**config.mk**
```make
export PLATFORM = sky130hd
export DESIGN_NAME = dir_btn_encoder
export DESIGN_NICKNAME = d
export VERILOG_FILES = /design/src/rtl/dir_btn_encoder.sv
export SDC_FILE = /design/constraint.sdc
export NUM_CORES = 1
export LEC_CHECK = 0
export BUFFER_PORTS_ARGS = -buffer_cell sky130_fd_sc_hd__buf_4
export CAP_MARGIN = 40
export CORE_MARGIN = 2
export CORE_UTILIZATION = 47
export DETAILED_ROUTE_END_ITERATION = 8
export SYNTH_ARGS = -nofsm -noshare
export SYNTH_HDL_FRONTEND = slang
export SYNTH_SLANG_ARGS = --single-unit
```
**constraint.sdc**
```tcl
create_clock -name clk -period 2.1 [get_ports clk]
set_input_delay 0.105 -clock clk [delete_from_list [all_inputs] [get_ports clk]]
set_output_delay 0.105 -clock clk [all_outputs]
set_load 0.02 [all_outputs]
```
**src/rtl/dir_btn_encoder.sv**
```systemverilog
// Four push buttons -> 2-bit direction code with a held flag and a new-direction strobe.
// Each button is synchronised and debounced; the lowest-index held button wins; game-over locks the output.
module dir_btn_encoder #(
  parameter int DEBOUNCE_CYCLES = 500000
) (
  input  logic       clk,
  input  logic       rst,
  input  logic [3:0] btn,
  input  logic       gameOver,
  output logic [1:0] num,
  output logic       pressed,
  output logic       new_dir,
  output logic [1:0] state_dbg_o
);

  localparam int CW = $clog2(DEBOUNCE_CYCLES);
  localparam logic [CW-1:0] CNT_MAX = CW'(DEBOUNCE_CYCLES - 1);
  localparam logic [CW-1:0] CNT_ONE = CW'(1);

  typedef enum logic [1:0] {
    S_IDLE   = 2'd0,
    S_HELD   = 2'd1,
    S_LOCKED = 2'd2
  } state_t;

  logic [3:0]    sync1_q, sync2_q;
  logic [3:0]    deb_q, deb_d;
  logic [CW-1:0] cnt_q [4];
  logic [CW-1:0] cnt_d [4];
  state_t        state_q, state_d;
  logic [1:0]    num_q, num_d;
  logic          pressed_q, pressed_d;
  logic          new_dir_q, new_dir_d;

  function automatic logic [1:0] lowest_set(input logic [3:0] v);
    logic [1:0] idx;
    idx = 2'd0;
    for (int i = 3; i >= 0; i--) begin
      if (v[i]) idx = 2'(i);
    end
    return idx;
  endfunction

  // A level is accepted only after DEBOUNCE_CYCLES consecutive disagreeing samples.
  always_comb begin
    deb_d = deb_q;
    for (int i = 0; i < 4; i++) begin
      cnt_d[i] = cnt_q[i];
      if (sync2_q[i] == deb_q[i]) begin
        cnt_d[i] = '0;
      end else if (cnt_q[i] == CNT_MAX) begin
        deb_d[i] = sync2_q[i];
        cnt_d[i] = '0;
      end else begin
        cnt_d[i] = cnt_q[i] + CNT_ONE;
      end
    end
  end

  always_comb begin
    state_d   = state_q;
    num_d     = num_q;
    pressed_d = pressed_q;
    new_dir_d = 1'b0;
    case (state_q)
      S_IDLE: begin
        pressed_d = 1'b0;
        if (gameOver) begin
          state_d = S_LOCKED;
        end else if (|deb_q) begin
          num_d     = lowest_set(deb_q);
          pressed_d = 1'b1;
          new_dir_d = 1'b1;
          state_d   = S_HELD;
        end
      end
      S_HELD: begin
        if (gameOver) begin
          state_d   = S_LOCKED;
          pressed_d = 1'b0;
        end else if (deb_q[num_q]) begin
          pressed_d = 1'b1;
        end else if (|deb_q) begin
          // Roll over to the next held button without dropping pressed.
          num_d     = lowest_set(deb_q);
          pressed_d = 1'b1;
          new_dir_d = 1'b1;
        end else begin
          state_d   = S_IDLE;
          pressed_d = 1'b0;
        end
      end
      S_LOCKED: begin
        pressed_d = 1'b0;
        // Require all buttons released so a press held across game-over cannot re-fire.
        if (!gameOver && (deb_q == 4'd0)) state_d = S_IDLE;
      end
      default: begin
        state_d   = S_IDLE;
        pressed_d = 1'b0;
      end
    endcase
  end

  always_ff @(posedge clk) begin
    if (rst) begin
      sync1_q   <= '0;
      sync2_q   <= '0;
      deb_q     <= '0;
      for (int i = 0; i < 4; i++) cnt_q[i] <= '0;
      state_q   <= S_IDLE;
      num_q     <= 2'd0;
      pressed_q <= 1'b0;
      new_dir_q <= 1'b0;
    end else begin
      sync1_q   <= btn;
      sync2_q   <= sync1_q;
      deb_q     <= deb_d;
      for (int i = 0; i < 4; i++) cnt_q[i] <= cnt_d[i];
      state_q   <= state_d;
      num_q     <= num_d;
      pressed_q <= pressed_d;
      new_dir_q <= new_dir_d;
    end
  end

  assign num         = num_q;
  assign pressed     = pressed_q;
  assign new_dir     = new_dir_q;
  assign state_dbg_o = state_q;

endmodule
```
==> results of run 1 <==
==> metrics by stage <==
step                      area (sq um)  worst slack [ps]
final                             4609             152.3
after global routing              4609             35.73
after CTS                         4609             138.3
after detailed placement          4335             151.2
after global placement            4335             226.9
after floorplan                   4064             228.8
==> state kept, by name, summed over array words and instances (netlist names) <==
name / count
cnt_q: 76
deb_q: 4
sync1_q: 4
sync2_q: 4
num: 2
state_dbg_o: 2
new_dir: 1
pressed: 1
==> cells in the final DEF (no fill, tap or decap), types with 5 or more instances in the layout <==
cell           count
dfxtp_1           94
dlygate4sd3_1      5
o21ai_0           15
xor2_1            22
a21oi_1           25
or3_1             14
nand3_1           22
nor3_1            10
o31ai_1            5
and3_1             6
nand4_1           21
nor4_1            13
inv_1             17
nor2b_1            9
nand2_1           27
nor2_1            67
or4_1              9
nor4b_1            6
clkbuf_8          10
xnor2_1           31
and4_1             5
buf_4             23
==> report_power, final <==
group / switching (W) / internal [W] / leakage [nW]
Clock: 0.000614 / 0.000704 / 0.102
Combinational: 0.0000284 / 0.0000268 / 0.539
Sequential: 0.00000652 / 0.00179 / 0.759
==> path summary, 6_finish.rpt <==
kind | start | endpoint | slack [ps] | depth (start not counted)
max | cnt_q[2][5] | cnt_q[2][17] | 150 | 4
max reg2reg | cnt_q[2][5] | cnt_q[2][17] | 150 | 4
min | rst | num[1] | 90 | 2
min reg2reg | sync1_q[3] | sync2_q[3] | 450 | 1
==> layer usage <==
metal  vias up  wire length, um  track usage  share of wire
met5         -                0            0              0
met4         0               34      0.05092         0.0045
met3         2              199      0.03829          0.027
met2        30             3437       0.2666           0.46
met1      1451             3831       0.2156           0.51
li1       1689                -            -              -
==> synth_stat cells (2+ instances only) <==
library cell	number	area share
o21bai_1	2	0.0037
or3b_2	2	0.0043
nor4b_1	6	0.013
buf_2	2	0.0025
nand3_1	22	0.027
clkbuf_1	6	0.0055
nor2_1	67	0.062
or3_1	14	0.022
o31ai_1	5	0.0092
nor4_1	13	0.020
inv_1	17	0.016
o21ai_1	2	0.0025
ha_1	4	0.012
mux2i_1	2	0.0049
nor3_1	10	0.012
a21oi_1	25	0.031
o21ai_0	15	0.018
nor2b_1	9	0.014
a31o_2	3	0.0065
nand2b_1	2	0.0031
nand4_1	21	0.032
xnor2_1	31	0.067
xor2_1	22	0.047
and3_1	6	0.0092
and4_1	5	0.011
nand2_1	27	0.025
dfxtp_1	94	0.46
or4_1	9	0.017
==> cell type report <==
class                      count  area share
multi-input combinational    340      0.4525
clock buffer                  11     0.03067
sequential                    94      0.4083
tap                          105     0.02850
clock inverter                 5     0.01792
timing repair buffer          28     0.04832
inverter                      17     0.01384
==> logic make-up after synthesis <==
group / after synthesis / synth area share
fa+ha+maj: 4 / 0.01232
flops: 94 / 0.4631
xor+xnor: 53 / 0.1142
buf+inv: 25 / 0.02371
compound gates: 55 / 0.07851
simple gates: 225 / 0.2977
mux: 3 / 0.01047
==> flow_summary.yaml, run 1 <==
grt:
  track_usage: 0.1636
  grt_max_degree: 24
  grt_pass1_vias: 2974
  grt_pass1_wl_mm: 13.14
  grt_overflow: 0
  antenna_found_initial: 0
layout:
  nFillCells: 787
  fin_nets: 501
  diodes: 0
  final_layout_size_suffix_gt1_frac: 0.1051
  seq_area_sq_um: 1882
  fin_cells: 600
  fin_util: 0.5554
  multiInputGateArea_sq_um: 2086
  areaGrowthSynthToFinish_pct: 13.42
setup_path:
  cp_data_arrival_time_ps: 2230
  critPathBufInv: 0
  required_ps: 2390
  max_stage_delay_ps: 640
  cp_cell_sequence: "nand4_1 -> or4_1 -> or4_1 -> a21oi_1"
  end_kind: "flip-flop"
  critPathTopFamily: "simple AND/OR/NAND/NOR gates"
  worst-setup-path-type: "flip-flop to flip-flop"
  cp_max_fo: 7
  slowest_stage: "or4_1"
  start_kind: "flip-flop"
  cp_common_cell: "or4_1"
logic_synthesis:
  synth_edf_count: 0
  netlist_instances: 459
  synth-main-ff-cell: "dfxtp_1"
  synth_nets: 470
  synth_cell_types: 44
  ys_warn_count: 0
  synth-seq-cells: 94
  seq_area_frac_synth: 0.4631
  synth_area_sq_um: 4064
  syn_area_per_cell_sq_um: 8.854
  ys_async_sr_fraction: 0
detailed_routing:
  drtIter0Drc: 64
  drc_errors: 0
  via_per_inst: 5.287
  drt_pass1_iterations: 4
  vias: 3172
  wire_per_inst_um: 12.51
  wirelength_mm: 7.503
  postRouteAntennaNets: 0
clocking:
  post_cts_resized: 0
  clk_latency_ps: 350
  cts_buffers: 9
  clock_sinks: 94
  cts_root_buf: "clkbuf_8"
  clockBufferDepth: 2
  cts_tree: "built"
  ctsHoldBuffers: 5
  cts.clk_slew.worst_paths_ps: 90
  htree_levels: 3
  cts_setup_buffers: 0
placement:
  dp_cells: 579
  globalplace.congestion: 0.8031
  port_buffers: 12
  dp_hpwl_mm: 5.290
floorplanning:
  ios: 13
  die_h_um: 96.99
  die_area_sq_um: 9406
  core_sq_um: 8299
  start_util: 0.4897
  die_x_um: 96.99
  core.rowCount: 33
timing:
  setup_viol: 0
  period_minus_slack_ps: 1948
  max_slew_margin: 0.6204
  maxSlewViolCount: 0
  max_freq_ghz: 0.5134
  worst_slew_pin_slew_ps: 564.2
  hold_viol: 0
  post-route-period-util: 0.9275
  fin_setup_tns_ps: 0
  rsz0062_at_grt: "false"
  hold_slack_ps: 87.82
  skew_ps: 7.527
min_path:
  hold_path_class: "primary input to flip-flop"
job:
  drv_cap: 0
power:
  ir_worst_vdd_uv: 561.3
  p_total_w: 0.003170
  p_per_area_nw_per_um2: 687.7
  leakage_nw: 1.400
outcome:
  status: "completed"
Power figures use the tool's default switching activity.
==> inputs of run 2 (changes only) <==
--- a/config.mk
+++ b/config.mk
@@ -10,6 +10,7 @@
 export CORE_MARGIN = 2
 export CORE_UTILIZATION = 47
 export DETAILED_ROUTE_END_ITERATION = 8
+export RECOVER_POWER = 25
 export SYNTH_ARGS = -nofsm -noshare
 export SYNTH_HDL_FRONTEND = slang
 export SYNTH_SLANG_ARGS = --single-unit
==> run 2 against run 1 <==
  * Worst hold slack improved by 4.1 ps
  * Power hardly changed
  * Critical endpoint unchanged
  * Die area did not move
  * Critical path type unchanged
  * Final area down 0.65%
  * Sequential share of layout area increased by 0.27 points
  * Via count is 0.22% lower
  * Core utilization down 0.36 points
==> flow_summary.yaml, run 2 (synthesis gave the netlist of run 1 again) <==
placement:
  post_dp_cell_area_sq_um: 4335
  port_buffers: 12
  dp_hpwl_mm: 5.290
  globalplace.congestion: 0.8031
clocking:
  clockBufferDepth: 2
  htree_levels: 3
  clock_sinks: 94
  cts_root_buf: "clkbuf_8"
  clk_latency_ps: 350
  cts_setup_buffers: 0
  cts.clk_slew.worst_paths_ps: 90
  cts_tree: "built"
  post_cts_resized: 0
  cts_buffers: 9
outcome:
  status: "completed"
setup_path:
  worst-setup-path-type: "flip-flop to flip-flop"
  ff2ff_path_depth: 4
  timing.rr.end: "cnt_q[2][17]"
  cp_max_fo: 7
  end_kind: "flip-flop"
  cp_data_arrival_time_ps: 2230
  timing.rr.start: "cnt_q[2][5]"
  rrSetupSlack_ps: 150
  required_ps: 2380
  start_kind: "flip-flop"
floorplanning:
  die_x_um: 96.99
  core.rowCount: 33
  start_util: 0.4897
  die_h_um: 96.99
  ios: 13
  die_area_sq_um: 9406
  core_sq_um: 8299
detailed_routing:
  drc_errors: 0
  wirelength_mm: 7.511
  met1Wirelength_mm: 3.861
  met3_length_um: 170
  via_per_inst: 5.275
  dr_wl_met2_mm: 3.445
  drt_pass1_iterations: 4
  postRouteAntennaNets: 0
  wire_per_inst_um: 12.52
  top_layer_used: "met4"
  vias: 3165
  drtIter0Drc: 64
timing:
  max_slew_margin: 0.6204
  hold_viol: 0
  post-route-period-util: 0.9287
  rsz0062_at_grt: "false"
  period_minus_slack_ps: 1950
  worst_slew_pin_slew_ps: 564.2
  skew_ps: 6.073
  max_freq_ghz: 0.5128
  fin_setup_tns_ps: 0
  maxSlewViolCount: 0
  setup_viol: 0
grt:
  grt_overflow: 0
  antenna_found_initial: 0
  grt_pass1_vias: 2974
  grt_max_degree: 24
  grt_pass1_wl_mm: 13.14
  track_usage: 0.1636
job:
  drv_cap: 0
layout:
  layout_commonest_cell: "dfxtp_1"
  fin_nets: 501
  regMostFlops: "cnt_q"
  largest_register_ffs: 76
  nFillCells: 797
  seq_area_sq_um: 1882
  final_cell_area_sq_um: 4579
  final_cell_mix: "dfxtp_1, nor2_1, xnor2_1"
  fin_util: 0.5518
  multiInputGateArea_sq_um: 2086
  areaGrowthSynthToFinish_pct: 12.68
  diodes: 0
  final_layout_size_suffix_gt1_frac: 0.08889
power:
  p_per_area_nw_per_um2: 691.8
  p_total_w: 0.003168
  leakage_nw: 1.366
  ir_worst_vdd_uv: 561.4
min_path:
  min_path_cells: 2
  hold_path_class: "primary input to flip-flop"
  min_from: "rst"
  hold_end: "num[1]"
## run 2: per-stage QoR
stage	cells	worst slack (ps)	hold WS [ps]
after floorplan	459	228.8	183.7
after global placement	579	226.9	309.9
after detailed placement	579	151.2	310.2
after CTS	600	138.3	74.79
after global routing	600	35.73	97.47
final	600	149.8	91.94
## run 2: critical path, stage by stage, from the launching register on
cell	delay, ps
dfxtp_1	450
nand4_1	140
or4_1	640
or4_1	510
a21oi_1	150
## run 2: worst max path at each step
stage / start / to / slack [ps] / cells past startpoint
after floorplan: num[0] / num[0] / 230 / 4
after global placement: cnt_q[2][5] / cnt_q[2][17] / 230 / 4
after detailed placement: cnt_q[2][5] / cnt_q[2][17] / 150 / 4
after CTS: cnt_q[2][5] / cnt_q[2][17] / 140 / 4
after global routing: cnt_q[2][5] / cnt_q[2][17] / 40 / 4
final: cnt_q[2][5] / cnt_q[2][17] / 150 / 4
## run 2: where the power goes
part / switching [W] / leakage (nW) / internal, W
registers: 0.00000655 / 0.759 / 0.00179
clock network: 0.000612 / 0.102 / 0.000704
logic: 0.0000283 / 0.505 / 0.0000256
## run 2: layer usage
layer	global-route usage	vias up
li1	-	1686
met1	0.2156	1449
met2	0.2666	28
met3	0.03829	2
met4	0.05092	0
met5	0	-
## run 2: timing repair
action,4_1_cts,5_1_grt
hold buffers,5,0
hold endpoints to repair,6,0
endpoints found under the setup margin,0,0
## run 2: area by class of cell
type	instances	share of cell area
Sequential cell	94	0.4109
Clock buffer	11	0.03087
Timing Repair Buffer	28	0.04208
Inverter	17	0.01393
Clock inverter	5	0.01803
Tap cell	105	0.02869
Multi-Input combinational cell	340	0.4555
